### config.mk
export PLATFORM = sky130hd
export DESIGN_NAME = zx_sound_bus_ctrl
export DESIGN_NICKNAME = d
export VERILOG_FILES = /design/src/rtl/zx_sound_bus_ctrl.sv
export SDC_FILE = /design/constraint.sdc
export NUM_CORES = 1
export LEC_CHECK = 0
export ABC_AREA = 1
export CAP_MARGIN = 20
export CORE_MARGIN = 3
export CORE_UTILIZATION = 45
export DETAILED_ROUTE_END_ITERATION = 12
export PLACE_DENSITY = 0.84
export SYNTH_ARGS = -nofsm -noshare
export SYNTH_HDL_FRONTEND = slang
export SYNTH_SLANG_ARGS = --single-unit
### constraint.sdc
create_clock -name cpu_clock -period 3 [get_ports cpu_clock]
set_input_delay 0.6 -clock cpu_clock [delete_from_list [all_inputs] [get_ports cpu_clock]]
set_output_delay 0.6 -clock cpu_clock [all_outputs]
set_load 0.02 [all_outputs]
### src/rtl/zx_sound_bus_ctrl.sv
// ZX-Spectrum sound-bus controller: registered Z80 decode for up to four YM/AY chips,
// a Covox DAC latch, the #FE beeper/tape-out bits and a free-running YM clock divider.
module zx_sound_bus_ctrl #(
   parameter int         NUM_CHIPS  = 2,
   parameter int         YM_DIV     = 2,
   parameter logic [7:0] COVOX_PORT = 8'hFB
) (
   input  logic                 cpu_clock,
   input  logic                 reset,
   input  logic [15:0]          addr,
   input  logic [7:0]           data_in,
   input  logic                 iorq,
   input  logic                 wr,
   input  logic                 rd,
   input  logic                 m1,
   input  logic                 dos,
   output logic                 bc1,
   output logic                 bdir,
   output logic [NUM_CHIPS-1:0] ym_sel,
   output logic                 ym_clock,
   output logic                 beeper,
   output logic                 tapeout,
   output logic [7:0]           covox_data,
   output logic                 covox_strobe,
   output logic                 ioge
);

   localparam int HALF = YM_DIV / 2;
   localparam int CW   = (HALF > 1) ? $clog2(HALF) : 1;

   typedef enum logic [1:0] {
      IDLE   = 2'd0,
      ACCESS = 2'd1,
      HOLD   = 2'd2
   } state_e;

   state_e        state_q, state_d;
   logic [1:0]    mode_q, mode_d;
   logic          acc_rd_q, acc_rd_d;
   logic [1:0]    sel_q, sel_d;
   logic          iorq_q, wr_q, rd_q, m1_q;
   logic          wr_prev_q, rd_prev_q;
   logic          beeper_q, tapeout_q;
   logic [7:0]    covox_data_q;
   logic          covox_strobe_q;
   logic [CW-1:0] div_q, div_d;
   logic          ym_clk_q, ym_clk_d;

   logic          wr_ev_s, rd_ev_s, qual_s;
   logic          ym_lo_s, aport_s, dport_s;
   logic [7:0]    sel_inv_s;
   logic          sel_hit_s;
   logic          aw_s, ar_s, dw_s;
   logic          addr_unused_s;

   assign addr_unused_s = ^addr[13:8];

   // Bus decode from the registered strobes; data_in = 8'hFF - k is the same as ~data_in = k.
   always_comb begin
      wr_ev_s   = ~iorq_q & ~wr_q & wr_prev_q;
      rd_ev_s   = ~iorq_q & ~rd_q & rd_prev_q;
      qual_s    = m1_q & dos;
      ym_lo_s   = (addr[7:0] == 8'hFD);
      aport_s   = ym_lo_s & (addr[15:14] == 2'b11);
      dport_s   = ym_lo_s & (addr[15:14] == 2'b10);
      sel_inv_s = ~data_in;
      sel_hit_s = (sel_inv_s[7:2] == 6'd0) && ({1'b0, sel_inv_s[1:0]} < 3'(NUM_CHIPS));
      aw_s      = wr_ev_s & qual_s & aport_s;
      ar_s      = rd_ev_s & qual_s & aport_s;
      dw_s      = wr_ev_s & qual_s & dport_s;
   end

   // State register plus the access mode and chip select it carries.
   always_ff @(posedge cpu_clock) begin
      if (reset) begin
         state_q  <= IDLE;
         mode_q   <= 2'b00;
         acc_rd_q <= 1'b0;
         sel_q    <= 2'd0;
      end else begin
         state_q  <= state_d;
         mode_q   <= mode_d;
         acc_rd_q <= acc_rd_d;
         sel_q    <= sel_d;
      end
   end

   // Next-state logic; mode_d holds {bc1, bdir} for the access about to start.
   always_comb begin
      state_d  = state_q;
      mode_d   = mode_q;
      acc_rd_d = acc_rd_q;
      sel_d    = sel_q;
      case (state_q)
         IDLE: begin
            if (aw_s) begin
               state_d  = ACCESS;
               acc_rd_d = 1'b0;
               if (sel_hit_s) begin
                  mode_d = 2'b00;
                  sel_d  = sel_inv_s[1:0];
               end else begin
                  mode_d = 2'b11;
               end
            end else if (ar_s) begin
               state_d  = ACCESS;
               mode_d   = 2'b10;
               acc_rd_d = 1'b1;
            end else if (dw_s) begin
               state_d  = ACCESS;
               mode_d   = 2'b01;
               acc_rd_d = 1'b0;
            end else begin
               state_d = IDLE;
            end
         end
         ACCESS: begin
            if (iorq_q | (acc_rd_q ? rd_q : wr_q)) begin
               state_d = HOLD;
            end else begin
               state_d = ACCESS;
            end
         end
         HOLD:    state_d = IDLE;
         default: state_d = IDLE;
      endcase
   end

   // Outputs decoded from registered state only, so they change cleanly on the clock edge.
   always_comb begin
      bc1    = (state_q == ACCESS) & mode_q[1];
      bdir   = (state_q == ACCESS) & mode_q[0];
      ioge   = (state_q != IDLE);
      ym_sel = {NUM_CHIPS{1'b1}};
      for (int i = 0; i < NUM_CHIPS; i++) begin
         ym_sel[i] = (sel_q != 2'(i));
      end
   end

   // Input strobe register and previous-strobe copies for edge detection.
   always_ff @(posedge cpu_clock) begin
      if (reset) begin
         iorq_q    <= 1'b1;
         wr_q      <= 1'b1;
         rd_q      <= 1'b1;
         m1_q      <= 1'b1;
         wr_prev_q <= 1'b1;
         rd_prev_q <= 1'b1;
      end else begin
         iorq_q    <= iorq;
         wr_q      <= wr;
         rd_q      <= rd;
         m1_q      <= m1;
         wr_prev_q <= wr_q;
         rd_prev_q <= rd_q;
      end
   end

   // Beeper/tape-out latch (decoded without dos) and the Covox latch with its strobe.
   always_ff @(posedge cpu_clock) begin
      if (reset) begin
         beeper_q       <= 1'b0;
         tapeout_q      <= 1'b0;
         covox_data_q   <= 8'h00;
         covox_strobe_q <= 1'b0;
      end else begin
         if (wr_ev_s & m1_q & ~addr[0]) begin
            beeper_q  <= data_in[4];
            tapeout_q <= data_in[3];
         end
         if (wr_ev_s & qual_s & (addr[7:0] == COVOX_PORT)) begin
            covox_data_q   <= data_in;
            covox_strobe_q <= 1'b1;
         end else begin
            covox_strobe_q <= 1'b0;
         end
      end
   end

   assign beeper       = beeper_q;
   assign tapeout      = tapeout_q;
   assign covox_data   = covox_data_q;
   assign covox_strobe = covox_strobe_q;

   // Divider next state: count 0..HALF-1 and toggle the YM clock on wrap.
   always_comb begin
      if (div_q == CW'(HALF - 1)) begin
         div_d    = {CW{1'b0}};
         ym_clk_d = ~ym_clk_q;
      end else begin
         div_d    = div_q + CW'(1);
         ym_clk_d = ym_clk_q;
      end
   end

   // Free-running divider register.
   always_ff @(posedge cpu_clock) begin
      if (reset) begin
         div_q    <= {CW{1'b0}};
         ym_clk_q <= 1'b0;
      end else begin
         div_q    <= div_d;
         ym_clk_q <= ym_clk_d;
      end
   end

   assign ym_clock = ym_clk_q;

endmodule
Yosys cells after proc, flatten, opt, wreduce, memory -nomap -nowiden

Index checks and enable logic that the tools add are counted.

Register bits: 26
Latch bits: 0
Bits in writable memories: 0
Memory bits (read-only): 0
Input port bits: 31
Word-level logic and storage cells: 72
Memories: 0

Add/subtract/negate cells: 1
Multipliers: 0
Divide/modulo/power cells: 0
Order comparisons: 1
Equality and inequality tests: 6
Shifts and indexed selects: 0
Multiplexer cells: 14
Bitwise gates (word level): 25
Reductions and logical operators: 9

Operators by type and width:

| kind                                                   | count |
|---|---|
| AND 1 bit                                              | 17 |
| == test 8 bit (second input constant)                  | 2 |
| 2-to-1 mux 2 bit                                       | 5 |
| 2-to-1 mux 1 bit                                       | 8 |
| inverter 8 bit                                         | 1 |
| zero test 6 bit                                        | 1 |
| inverter 1 bit                                         | 6 |
| == test 2 bit (second input constant)                  | 2 |
| case mux 2 bit (2 select lines)                        | 1 |
| nonzero test 2 bit                                     | 2 |
| AND reduction 3 bit                                    | 1 |
| nonzero test 3 bit                                     | 1 |
| == test 2 x 1 -> 1 bit (second input constant)         | 1 |
| zero test 2 bit                                        | 1 |
| less-than comparator 2 bit (second input constant)     | 1 |
| inequality test 2 x 1 -> 1 bit (second input constant) | 1 |
| AND reduction 2 bit                                    | 1 |
| OR reduction 2 bit                                     | 1 |
| adder 1 bit (second input constant)                    | 1 |
| logical AND 1 bit                                      | 1 |
| OR 1 bit                                               | 1 |

Logic depth before layout (Yosys ltp)

Gate-level depths: netlist of run 1.

Depth after elaboration: 9
Gate-level depth with buffers: 10
Depth with buffers taken out: 10

Least setup slack after synthesis of run 1

Ideal clock, no wire load.

Path type: reg2out
From: register state_q[0]
To: output bc1
Arrival time: 0.925 ns
Data required time: 2.400 ns
Path slack: 1.475 ns
Stages on the path, launching flop included: 5
Buffers on the path: 0
Path through: dfxtp_1 > inv_1 > nor2_1 > inv_1 > nor2_1

Longest elaborated chain between the ends: 2

Ends and longest elaborated chain:

| item                   | RTL line | RTL |
|---|---|---|
| from (decl)            | 37       | `state_e state_q, state_d;` |
| from (signal assigned) | 81       | `state_q <= state_d;` |
| == test 2 x 1 -> 1 bit | 131      | `bc1 = (state_q == ACCESS) & mode_q[1];` |
| AND 1 bit              | 131      |  |
| to (decl)              | 17       | `output logic bc1,` |

No other way between the ends.

Worst setup path after layout of run 1

From: register state_q[0]
To: output bdir

Longest elaborated chain between the ends: 2

Ends and longest elaborated chain:

| item                   | RTL line | RTL |
|---|---|---|
| == test 2 x 1 -> 1 bit | 132      | `bdir = (state_q == ACCESS) & mode_q[0];` |
| AND 1 bit              | 132      |  |
| to (decl)              | 18       | `output logic bdir,` |

No other way between the ends.

==> impl_metrics.ini, run 1 <==
[outcome]
status = finished clean

[cells_and_area]
syn_to_final_growth_pct = 41.5
utilization = 0.704
stdcell_count = 225
final_cell_area_um2 = 1630
diodes = 0
nets = 229
drive_gt1_frac = 0.107

[cts]
htreeDepth = 1
post_cts_buffers = 0
ctsLongestPathBuffers = 2
numCtsBuffers = 3
clk_latency_ps = 330
cts_resized = 0
cts_tree = built
path_clk_slew_ps = 140
cts_sinks = 26
root_buffer = clkbuf_4
hold_buffers = 0

[synth]
synth_top_cell_by_area = dfxtp_1
synth_cells = 154
netlist_area_um2 = 1150
synth_fp_nets = 185
ys_top_cells_by_area = dfxtp_1, nor2_1, nand2_1
ys_ff_latch = 26
yosysWarnings = 0
yosysTopAreaCellShare = 0.451
ys_types = 26
ys_seq_area_frac = 0.451
syn-mean-instance-area_um2 = 7.49

[placed_design]
dpl_cell_area_um2 = 1580
post-place-ws_ps = 906
placedCellCount = 221
gp_congestion = 0.790
dp_hpwl_um = 2130
io_buffer_count = 41

[worst_setup_path]
worst_ep_arrival_time_ps = 1820
critPathKind = reg2out
critPathMaxFanout = 3
cp-end-kind = output pin
crit_path_start_kind = register
crit_path_top_delay_cell = clkdlybuf4s50_1
slowest_delay_ps = 620
cp.required_ps = 2400
cp_cell_sequence = inv_1 > nor2_1 > inv_1 > nor2_1 > clkdlybuf4s50_1

[power]
power.leakage_uw = 0.000678
p_int_uw = 527
pwr-share-seq = 0.533
p_clk_frac = 0.363
share_comb_of_total_power = 0.105
ir_worst_vdd_mv = 0.349
p_switching_uw = 141
p_per_area_nw_per_um2 = 409
swShare = 0.211

[timing]
hold_viol = 0
slew_viol_final = 0
final.period_utilization = 0.807
rsz0062_at_grt = false
setup_violations = 0
fin_ws_ps = 579
skew_ps = 1.02
setup_tns_ps = 0
fmax_mhz = 413
fin_crit_ps = 2420

[floorplan]
core_area_um2 = 2320
start_util = 0.498
rows = 17
die_w_um = 56.6
io_pins = 48
die_h_um = 56.6
die-area_um2 = 3210

[route]
num_vias = 1123
ant_nets = 0
wire_per_inst_um = 12.0
drc_errors = 0
wirelength_um = 2710
drt-pass1-iter-count = 4
viasPerCell = 4.99
first_iter_violations = 24

[job]
max_cap_viol_count = 0

[global_routing]
grt_max_degree = 17
grt_pass1_wl_um = 4500
grt_pass1_vias = 1114
antenna_found_initial = 0
track_usage = 0.178
grt-ovfl-total = 0

[hold_path]
hold_class = reg2reg
==> layer usage <==
metal | global-route usage | up-vias | share of wire
met5 | 0 | - | 0
met4 | 0.0508 | 0 | 0.013
met3 | 0.0345 | 5 | 0.052
met2 | 0.365 | 32 | 0.54
met1 | 0.172 | 515 | 0.39
li1 | - | 571 | -
==> critical path: cells and delay by family, from the launching register on <==
family / cells / cell delay [ps]
buffers and inverters: 3 / 780
and+or+nand+nor: 2 / 240
DFF: 1 / 480
==> placed cells by master (no fill, tap or decap), drive strengths merged <==
| master | instances |
|---|---|
| nor3 | 4 |
| nand3 | 7 |
| clkbuf | 3 |
| o21ai | 11 |
| clkdlybuf4s50 | 41 |
| or3b | 1 |
| inv | 19 |
| or2 | 5 |
| nand4 | 5 |
| nor4 | 1 |
| a21oi | 5 |
| a211oi | 1 |
| dfxtp | 26 |
| nand2 | 28 |
| xor2 | 1 |
| conb | 1 |
| clkinv | 1 |
| nor2 | 36 |
| bufinv | 1 |
==> cell usage after synthesis, drive strengths merged <==
master	n
nor2	36
buf	1
a211oi	1
nand3	7
or2	5
inv	19
a21oi	5
o21ai	11
or3b	1
xor2	1
nor3	4
conb	1
dfxtp	26
nand4	5
clkbuf	1
nand2	28
clkinv	1
nor4	1
==> worst paths after layout <==
path	from	to	slack [ps]	depth (start not counted)
max	state_q[0]	bdir	580	5
min	tapeout	tapeout	460	2
max reg2reg	iorq_q	mode_q[1]	1670	9
min reg2reg	tapeout	tapeout	460	2
==> power groups by stage <==
stage	logic [µW]	clock network, µW	registers [µW]
finish	69.9	242	356
global route	76.5	261	357
detailed placement	69.5	0	363
floorplan	25.5	0	365
global placement	67.7	0	363
CTS	70.3	245	356
==> per-stage QoR <==
stage / hold WS [ps] / total power, µW
final: 462 / 668
after CTS: 464 / 671
after floorplan: 417 / 391
after global placement: 436 / 431
after detailed placement: 445 / 433
after global routing: 486 / 694
==> cells by family (layout without fill, tap and decap cells) <==
logic type / count (synthesis) / in the layout / synth area share
XOR/XNOR: 1 / 1 / 0.00759
buffers and inverters: 22 / 65 / 0.0824
flip-flops: 26 / 26 / 0.451
AND/OR/NAND/NOR: 87 / 87 / 0.380
other: 1 / 1 / 0.00325
AO/OA/AOI/OAI: 17 / 17 / 0.0759
==> layout make-up <==
type	count	area (µm²)
clock buffer	3	22.5
clock inverter	1	30.0
fill	200	686
inverter	20	76.3
multi-input combinational	106	538
sequential	26	520
tap	28	35.0
timing repair buffer	41	410
==> sequential cells by signal, indices dropped and copies added, names as in the netlist <==
register      flops
state_q           2
iorq_q            1
beeper            1
tapeout           1
wr_q              1
rd_q              1
m1_q              1
mode_q            2
wr_prev_q         1
covox_strobe      1
ym_clock          1
acc_rd_q          1
covox_data        8
sel_q             2
rd_prev_q         1
div_q             1
(Power assumes the default switching activity.)
==> run 2: changes to the inputs <==
--- a/config.mk
+++ b/config.mk
@@ -8,9 +8,9 @@
 export ABC_AREA = 1
 export CAP_MARGIN = 20
 export CORE_MARGIN = 3
-export CORE_UTILIZATION = 45
+export CORE_UTILIZATION = 38
 export DETAILED_ROUTE_END_ITERATION = 12
-export PLACE_DENSITY = 0.84
+export PLACE_DENSITY = 0.75
 export SYNTH_ARGS = -nofsm -noshare
 export SYNTH_HDL_FRONTEND = slang
 export SYNTH_SLANG_ARGS = --single-unit
==> constraint.sdc (replaced) <==
create_clock -name cpu_clock -period 2 [get_ports cpu_clock]
set_input_delay 0.4 -clock cpu_clock [delete_from_list [all_inputs] [get_ports cpu_clock]]
set_output_delay 0.4 -clock cpu_clock [all_outputs]
set_load 0.02 [all_outputs]
==> impl_metrics.ini, run 2 (same netlist as run 1, synthesis figures left out) <==
[outcome]
status = finished clean

[floorplan]
core_area_um2 = 2830
rows = 19
die-area_um2 = 3730
start_util = 0.408
die_h_um = 61.1
io_pins = 48
die_w_um = 61.1

[placed_design]
gp_congestion = 0.798
dpl_cell_area_um2 = 1600
dp_hpwl_um = 2040
placedCellCount = 226
io_buffer_count = 41

[timing]
fin_crit_ps = 1880
hold_viol = 0
final.period_utilization = 0.940
rsz0062_at_grt = false
setup_tns_ps = 0
setup_violations = 0
skew_ps = 5.60
slew_viol_final = 0
fmax_mhz = 532

[global_routing]
grt_max_degree = 17
antenna_found_initial = 0
grt_pass1_vias = 1007
grt-ovfl-total = 0
track_usage = 0.146
grt_util_met2 = 0.275
grtUsageMet3 = 0.0294
grt_pass1_wl_um = 4130
busiest_layer = met2
met1_usage = 0.160

[route]
ant_nets = 0
viasPerCell = 4.73
drc_errors = 0
num_vias = 1089
drt-pass1-iter-count = 4
wirelength_um = 2510
wire_per_inst_um = 10.9
first_iter_violations = 46

[worst_setup_path]
worst_ep_arrival_time_ps = 1480
slowest_delay_ps = 530
crit_path_start_kind = register
cp-end-kind = output pin
path_buf_inv = 1
critPathMaxFanout = 2
critPathKind = reg2out
cp.depth = 2
r2r.worst_path.cells = 7
cp.required_ps = 1600
critPathTopFamily = buffers and inverters
cp_cell_sequence = or2_2 > clkdlybuf4s50_1
crit_path_top_delay_cell = clkdlybuf4s50_1

[power]
ir_worst_vdd_mv = 0.315
power.leakage_uw = 0.000717
p_per_area_nw_per_um2 = 609

[hold_path]
whs_path_depth = 2
hold_class = reg2reg

[cts]
clk_latency_ps = 330
cts_sinks = 26
ctsLongestPathBuffers = 2
htreeDepth = 1
path_clk_slew_ps = 150
numCtsBuffers = 3
cts_tree = built
hold_buffers = 0
root_buffer = clkbuf_4

[cells_and_area]
final_cell_mix = clkdlybuf4s50_1, nor2_1, nand2_1, dfxtp_1, inv_1
syn_to_final_growth_pct = 43.2
nets = 231
stdcell_count = 230
final_cell_area_um2 = 1650
largest_register_ffs = 8
diodes = 0
final_common_cell = clkdlybuf4s50_1
fill_cells = 266
drive_gt1_frac = 0.116
utilization = 0.584

[job]
max_cap_viol_count = 0
-- run 2: cell types whose count changed in the layout (fill, tap and decap cells not counted) --
cell,delta
dlygate4sd2_1,+2
dlymetal6s2s_1,+1
clkdlybuf4s50_1,-3
buf_4,+2
-- run 2: final cells by class --
| class | instances | area, µm² | area share |
|---|---|---|---|
| Clock inverter | 1 | 30.0 | 0.0182 |
| Clock buffer | 3 | 22.5 | 0.0136 |
| Inverter | 20 | 76.3 | 0.0462 |
| Sequential cell | 26 | 520 | 0.315 |
| Timing Repair Buffer | 43 | 425 | 0.258 |
| Multi-Input combinational cell | 106 | 538 | 0.326 |
| Tap cell | 31 | 38.8 | 0.0235 |
-- run 2: worst paths after layout --
path,end,startpoint,slack (ps)
setup / recovery,ym_sel[0],sel_q[1],120
hold / removal,beeper,beeper,460
setup reg to reg,covox_data[6],iorq_q,710
hold reg to reg,beeper,beeper,460
-- run 2: metrics by stage --
step	setup slack, ps	hold WS [ps]	total power, µW
after detailed placement	135	440	651
final	119	458	1010
after global placement	178	438	648
after global routing	48.1	482	1040
after floorplan	675	417	586
after CTS	22.3	459	1010
-- run 2: where the power goes --
| part | total (µW) | internal (µW) | switching (µW) |
|---|---|---|---|
| logic | 106 | 61.3 | 44.3 |
| clock network | 367 | 203 | 164 |
| registers | 534 | 528 | 5.54 |
| total | 1010 | 792 | 214 |
-- run 2: repair_timing --
action,in CTS,in global routing
cloned,0,0
setup buffers,0,0
endpoints found under the setup margin,2,1
resized for setup,2,1
-- run 2: per-layer routing --
| layer | share of wire | routed length [µm] | vias up |
|---|---|---|---|
| met2 | 0.48 | 1210 | 31 |
| met4 | 0.014 | 34 | 0 |
| met5 | 0 | 0 | - |
| met3 | 0.066 | 167 | 5 |
| li1 | - | - | 571 |
| met1 | 0.44 | 1100 | 482 |
-- run 2: worst reg2reg max path: cells and delay by family, from the launching register on --
kind,cells,cell delay [ps]
and+or+nand+nor,5,560
DFF,1,390
buffers and inverters,2,240
==> run 3: changes to the inputs <==
==> constraint.sdc (replaced) <==
create_clock -name cpu_clock -period 2 [get_ports cpu_clock]
set_input_delay 0.3 -clock cpu_clock [delete_from_list [all_inputs] [get_ports cpu_clock]]
set_output_delay 0.3 -clock cpu_clock [all_outputs]
set_load 0.02 [all_outputs]
==> impl_metrics.ini, run 3 (same netlist as run 1, synthesis figures left out) <==
[outcome]
status = finished clean

[worst_setup_path]
crit_path_top_delay_cell = clkdlybuf4s50_1
cp.depth = 3
cp_cell_sequence = nor2_8 > inv_1 > clkdlybuf4s50_1
critPathMaxFanout = 6
r2r-end = covox_data[4]
r2r_slack_ps = 690
cp.required_ps = 1700
cp-end-kind = output pin
critPathTopFamily = buffers and inverters
worstSetupEndpoint = ioge
r2r.worst_path.cells = 6
path_buf_inv = 2
startpoint = state_q[1]
crit_path_start_kind = register
critPathKind = reg2out
rr_startpoint = wr_q
slowest_delay_ps = 620
worst_ep_arrival_time_ps = 1550

[route]
drc_errors = 0
drt-pass1-iter-count = 4
viasPerCell = 4.85
wirelength_um = 2510
num_vias = 1111
first_iter_violations = 25
wire_per_inst_um = 10.9
ant_nets = 0

[floorplan]
rows = 19
io_pins = 48
core_area_um2 = 2830
die-area_um2 = 3730
start_util = 0.408
die_w_um = 61.1
die_h_um = 61.1

[cells_and_area]
final_cell_area_um2 = 1650
drive_gt1_frac = 0.116
nets = 230
largest_register_ffs = 8
syn_to_final_growth_pct = 43.1
diodes = 0
final_common_cell = clkdlybuf4s50_1
final_cell_mix = clkdlybuf4s50_1, nor2_1, nand2_1

[cts]
ctsLongestPathBuffers = 2
htreeDepth = 1
clk_latency_ps = 320
root_buffer = clkbuf_4
numCtsBuffers = 3
path_clk_slew_ps = 140
cts_sinks = 26
post_cts_buffers = 0
hold_buffers = 0
cts_tree = built

[global_routing]
antenna_found_initial = 0
grt_max_degree = 17
track_usage = 0.143
grt_pass1_vias = 1045
grt-ovfl-total = 0
grt_pass1_wl_um = 4040

[placed_design]
io_buffer_count = 41
gp_congestion = 0.799
post-place-ws_ps = 218
dp_hpwl_um = 2010
dpl_cell_area_um2 = 1590

[timing]
final.period_utilization = 0.924
fmax_mhz = 541
setup_tns_ps = 0
rsz0062_at_grt = false
hold_viol = 0
fin_ws_ps = 151
slew_viol_final = 0
setup_violations = 0
skew_ps = 3.97
fin_crit_ps = 1850

[hold_path]
hold_class = reg2reg
worstHoldStart = tapeout

[job]
max_cap_viol_count = 0

[power]
ir_worst_vdd_mv = 0.343
power.leakage_uw = 0.000721
p_per_area_nw_per_um2 = 605
==> run 3: what timing repair did <==
| action | 4_1_cts | 5_1_grt |
|---|---|---|
| cloned | 0 | 0 |
| pin swaps | 0 | 0 |
| setup endpoints to repair | 2 | 2 |
| resized for setup | 1 | 2 |
==> run 3: worst min-delay path, cell delays in order (launching register included) <==
cell and delay, ps:
dfxtp_1 340, inv_1 50, a21oi_1 50
==> run 3: worst min path at each step <==
stage | end | slack [ps] | depth (start not counted)
2_1_floorplan | iorq_q | 400 | 1
3_3_place_gp | tapeout | 440 | 2
3_5_place_dp | tapeout | 440 | 2
4_1_cts | beeper | 460 | 2
5_1_grt | tapeout | 480 | 2
6_report | tapeout | 460 | 2
==> run 3: through the flow <==
stage / instances / utilization / total power, µW / hold WS [ps]
global placement: 225 / 0.563 / 648 / 438
global route: 229 / 0.583 / 1040 / 476
detailed placement: 225 / 0.563 / 652 / 441
CTS: 229 / 0.582 / 1010 / 460
finish: 229 / 0.583 / 999 / 456
floorplan: 154 / - / 586 / 404
==> run 3: routing by layer <==
layer / up-vias / share of wire / global-route usage
li1: 571 / - / -
met1: 494 / 0.42 / 0.148
met2: 39 / 0.48 / 0.273
met3: 7 / 0.074 / 0.0294
met4: 0 / 0.021 / 0.0650
met5: - / 0 / 0
==> run 3: area by class of cell <==
cell class              instances  area (µm²)
inverters                      20        76.3
multi-input cells             106         538
clock buffers                   3        22.5
flip-flops and latches         26         522
repair buffers                 42         423
well taps                      31        38.8
fillers                       271        1180
clock inverters                 1        30.0
==> run 3: where the power goes <==
part / total (µW) / internal [µW] / switching, µW / leakage (µW)
combinational: 107 / 61.4 / 45.4 / 0.000481
sequential: 533 / 528 / 5.54 / 0.000212
clock: 358 / 203 / 156 / 0.0000279
total: 999 / 792 / 207 / 0.000721
==> RTL change 1 (flow settings as in run 3) <==
Set the parameter `YM_DIV` to 1 (it was 2).
--- a/src/rtl/zx_sound_bus_ctrl.sv
+++ b/src/rtl/zx_sound_bus_ctrl.sv
@@ -2,7 +2,7 @@
 // a Covox DAC latch, the #FE beeper/tape-out bits and a free-running YM clock divider.
 module zx_sound_bus_ctrl #(
    parameter int         NUM_CHIPS  = 2,
-   parameter int         YM_DIV     = 2,
+   parameter int         YM_DIV     = 1,
    parameter logic [7:0] COVOX_PORT = 8'hFB
 ) (
    input  logic                 cpu_clock,
Behaviour: not the same (a bounded check fails within 4 cycles, from zero or initial values and one cycle with reset high).
==> RTL change 1 against run 3 <==
Via count is essentially flat. Wire length increased by 4.2%. Die area is essentially flat. Design area shrank 0.23%. Power up 0.33%. Setup slack got worse by 14 ps. Sequential cell count did not move. Synthesized area fell by 0.11%.
==> RTL change 1: results (changes against run 3) <==
status=finished, final reports clean; Post-Route WL=2.612 mm (+4.2%); R2R Path Start=iorq_q$_SDFF_PP1_; routability cong.=0.8199 (+2.6%); mux contribution to synthesized area=0 (unchanged); pin count of the biggest net entering global routing=17 (unchanged); hpwl dp=2.081 mm (+3.5%); CTS Buf Count=3 (unchanged); Slew @ Worst Pin=449.0 ps; most frequent cells after synthesis=nor2_1, dfxtp_1, nand2_1; final design utilization=0.5820 (-0.001327); Largest stage delay, worst path=610 ps; skew final=4.869 ps (+0.8999 ps); Hold Crit Start=div_q$_SDFF_PP0_; adder-cell share of the synthesized area=0 (unchanged); # Post-CTS Setup Buffers=0 (unchanged); CP top delay family=buffers and inverters; worst slack at placement=190.0 ps (-27.68 ps); vias per cell=4.847 (about the same); max reg flops=8 (unchanged); Distinct cells, synth=25 (-3.8%); H-tree depth=1 (unchanged); NumNets Final=230 (unchanged); initial drt markers=43 (+72%); leakage power=0.0007022 uW (-2.6%); largest cells by area after synthesis=dfxtp_1, nor2_1, nand2_1, inv_1, o21ai_0; first-pass GRT wire length=4.312 mm (+6.8%); sequential area share after synthesis=0.4517 (+0.0004899); worst setup path start=state_q[1]$_SDFF_PP0_; worst hold path class=reg -> reg; Max rail drop VDD=0.2814 mV (-18%); dominant synthesized flop cell=dfxtp_1; layout cells sized above 1=0.1162 (unchanged); GRT Total Usage=0.1544 (+0.01115); n_diodes=0 (unchanged); slowest library cell on the worst path=clkdlybuf4s50_1; xor-xnor portion of the synthesized cell area=0.007600 (+0.000008243); Synth Area in Compound Gates=0.07600 (+0.00008243); worst skew pair latency=320 ps (about the same); initial antenna violation count=0 (unchanged); DR vias=1,110 (-0.090%); ys async rst share=0 (unchanged); Yosys warnings=0 (unchanged); CP Max Fanout=6 (unchanged); syn avg cell area=7.483 sq um (-0.11%)
-- RTL change 1: cell count changes after synthesis --
| cell | delta |
|---|---|
| clkbuf_1 | +1 |
| xor2_1 | -1 |
| buf_2 | -1 |
| nor2_1 | +1 |
| xnor2_1 | +1 |
| conb_1 | -1 |
-- RTL change 1: layer usage --
layer | vias to the layer above | track usage | part of all wire
met5 | - | 0 | 0
met4 | 0 | 0.07430 | 0.020
met3 | 7 | 0.03564 | 0.059
met2 | 34 | 0.2749 | 0.50
met1 | 496 | 0.1718 | 0.42
li1 | 573 | - | -
-- RTL change 1: where the power goes --
part | internal [uW] | total, uW | switching, uW
combinational | 62.9 | 109 | 45.7
sequential | 528 | 535 | 6.24
clock | 203 | 359 | 156
-- RTL change 1: kinds of logic (layout without fill, tap and decap cells) --
logic type	count (synthesis)	after routing
buf+inv	22	66
flops	26	26
simple gates	88	88
xor+xnor	1	1
compound gates	17	17
-- RTL change 1: repair_timing --
item                                    4_1_cts  5_1_grt
resized for setup                             2        1
pin swaps                                     0        0
endpoints found under the setup margin        2        1
-- RTL change 1: final timing paths --
check	to	slack, ps	cells past startpoint
hold reg to reg	div_q$_SDFF_PP0_	450	1
setup / recovery	ioge	140	3
setup reg to reg	covox_data[1]$_SDFFE_PP0P_	600	7
hold / removal	div_q$_SDFF_PP0_	450	1
-- RTL change 1: area by class of cell --
type / instances / area [sq um]
Clock inverter: 1 / 30.03
Clock buffer: 3 / 22.52
Multi-Input combinational cell: 106 / 538.0
Fill cell: 280 / 1182
Timing Repair Buffer: 42 / 419.2
Sequential cell: 26 / 521.8
Inverter: 20 / 76.32
Tap cell: 31 / 38.79
-- RTL change 1: per-stage QoR --
step | hold WS [ps] | instance area, sq um
after floorplan | 403.8 | 1152
after global placement | 420.8 | 1592
after detailed placement | 438.6 | 1592
after CTS | 458.4 | 1644
after global routing | 481.8 | 1647
final | 451.0 | 1647
==> RTL change 2 (config.mk and constraints of run 3) <==
Made on the original files. Make the reset (`reset`) asynchronous in 4 clocked blocks.
--- a/src/rtl/zx_sound_bus_ctrl.sv
+++ b/src/rtl/zx_sound_bus_ctrl.sv
@@ -71,7 +71,7 @@
    end
 
    // State register plus the access mode and chip select it carries.
-   always_ff @(posedge cpu_clock) begin
+   always_ff @(posedge cpu_clock or posedge reset) begin
       if (reset) begin
          state_q  <= IDLE;
          mode_q   <= 2'b00;
@@ -138,7 +138,7 @@
    end
 
    // Input strobe register and previous-strobe copies for edge detection.
-   always_ff @(posedge cpu_clock) begin
+   always_ff @(posedge cpu_clock or posedge reset) begin
       if (reset) begin
          iorq_q    <= 1'b1;
          wr_q      <= 1'b1;
@@ -157,7 +157,7 @@
    end
 
    // Beeper/tape-out latch (decoded without dos) and the Covox latch with its strobe.
-   always_ff @(posedge cpu_clock) begin
+   always_ff @(posedge cpu_clock or posedge reset) begin
       if (reset) begin
          beeper_q       <= 1'b0;
          tapeout_q      <= 1'b0;
@@ -194,7 +194,7 @@
    end
 
    // Free-running divider register.
-   always_ff @(posedge cpu_clock) begin
+   always_ff @(posedge cpu_clock or posedge reset) begin
       if (reset) begin
          div_q    <= {CW{1'b0}};
          ym_clk_q <= 1'b0;
Behaviour: differs if reset is asserted again (counterexample within 4 cycles, from zero or initial values and one cycle with reset high); with reset held inactive, the same outputs for 10 cycles.
==> RTL change 2 against run 3 <==
Wire length rose by 6.7%. Setup slack got worse by 30 ps. Sequential cell count shrank 1. Design area is 1.7% higher. Synthesized area is 2.9% higher. Power down 10%. Utilization hardly changed. Worst hold slack worse by 150 ps. Highest routed layer unchanged.
==> RTL change 2: results (changes against run 3) <==
Max rail drop VDD=0.4139 mV (+21%); sequential area share after synthesis=0.5332 (+0.08200); dominant synthesized flop cell=dfrtp_1; layout cells sized above 1=0.1204 (+0.004257); ys async rst share=1.000 (+1.000); worst setup path start=sel_q[0]$_DFFE_PP0P_; vias per cell=4.511 (-7.0%); CP Max Fanout=3 (-3); Setup crit end=ym_sel[0]; first-pass GRT wire length=4.360 mm (+8.0%); skew final=2.007 ps (-1.963 ps); GRT Total Usage=0.1548 (+0.01155); initial drt markers=19 (-24%); most frequent cells after synthesis=nand2_1, inv_1, dfrtp_1; leakage power=0.0008516 uW (+18%); Critical Path AT=1580 ps (+30 ps); number of gates resized after cts=0 (-1); vias in the first global route=1,050 (+0.48%); largest cells by area after synthesis=dfrtp_1, nand2_1, dfstp_2, inv_1, nor2_1; hpwl dp=2.176 mm (+8.2%); Distinct cells, synth=20 (-23%); status=finished, final reports clean; NumNets Final=223 (-3.0%); pin count of the biggest net entering global routing=26 (+9); worst hold path class=in -> async; # fillers=258 (-4.8%); Worst R2R Setup Slack=410 ps (-280 ps); Worst R2R End=mode_q[0]$_DFFE_PP0P_
RTL change 2: cell types whose count changed after synthesis, sizes merged, moves of 2 or more:
cell   delta
a21oi     -3
dfrtp    +19
dfstp     +6
dfxtp    -26
inv       +5
nand2    +19
nand3     +2
nor2     -17
nor3      -3
or2       -4
RTL change 2: metal layers:
layer	track usage	up-vias	routed length, um
li1	-	542	-
met1	0.1697	485	1061
met2	0.2915	22	1457
met3	0.04545	2	141
met4	0.03636	0	13
met5	0	-	0
RTL change 2: cell families (layout without fill, tap and decap cells):
logic type	count (synthesis)	after routing	share of synthesized area
AND/OR/NAND/NOR	82	82	0.3119
buffers and inverters	26	71	0.09483
flip-flops	25	25	0.5332
AO/OA/AOI/OAI	13	13	0.06006
RTL change 2: per-stage QoR:
| stage | cell area, sq um | instances | worst slack, ps | hold slack (ps) |
|---|---|---|---|---|
| floorplan | 1187 | 146 | 700.0 | 304.5 |
| global placement | 1643 | 229 | 237.5 | 370.7 |
| detailed placement | 1643 | 229 | 149.0 | 371.8 |
| CTS | 1674 | 233 | 25.36 | 308.2 |
| global route | 1679 | 233 | 61.14 | 307.4 |
| finish | 1679 | 233 | 121.8 | 303.7 |
RTL change 2: report_power, final:
part           switching [uW]  internal, uW  total [uW]
registers                11.0           526         537
logic                    55.9          68.5         124
clock network             155          81.4         236
total                     222           676         898
RTL change 2: cell type report:
type                       instances  area share
tap                               42     0.03130
sequential                        25      0.3770
clock buffer                       3     0.01341
clock inverter                     1    0.005216
inverter                          24     0.05365
timing repair buffer              43      0.2563
multi-input combinational         95      0.2630
RTL change 2: worst max-delay path, stage by stage (launching register included):
cell and delay [ps]:
dfrtp_1 420, or2_2 300, clkdlybuf4s50_1 540
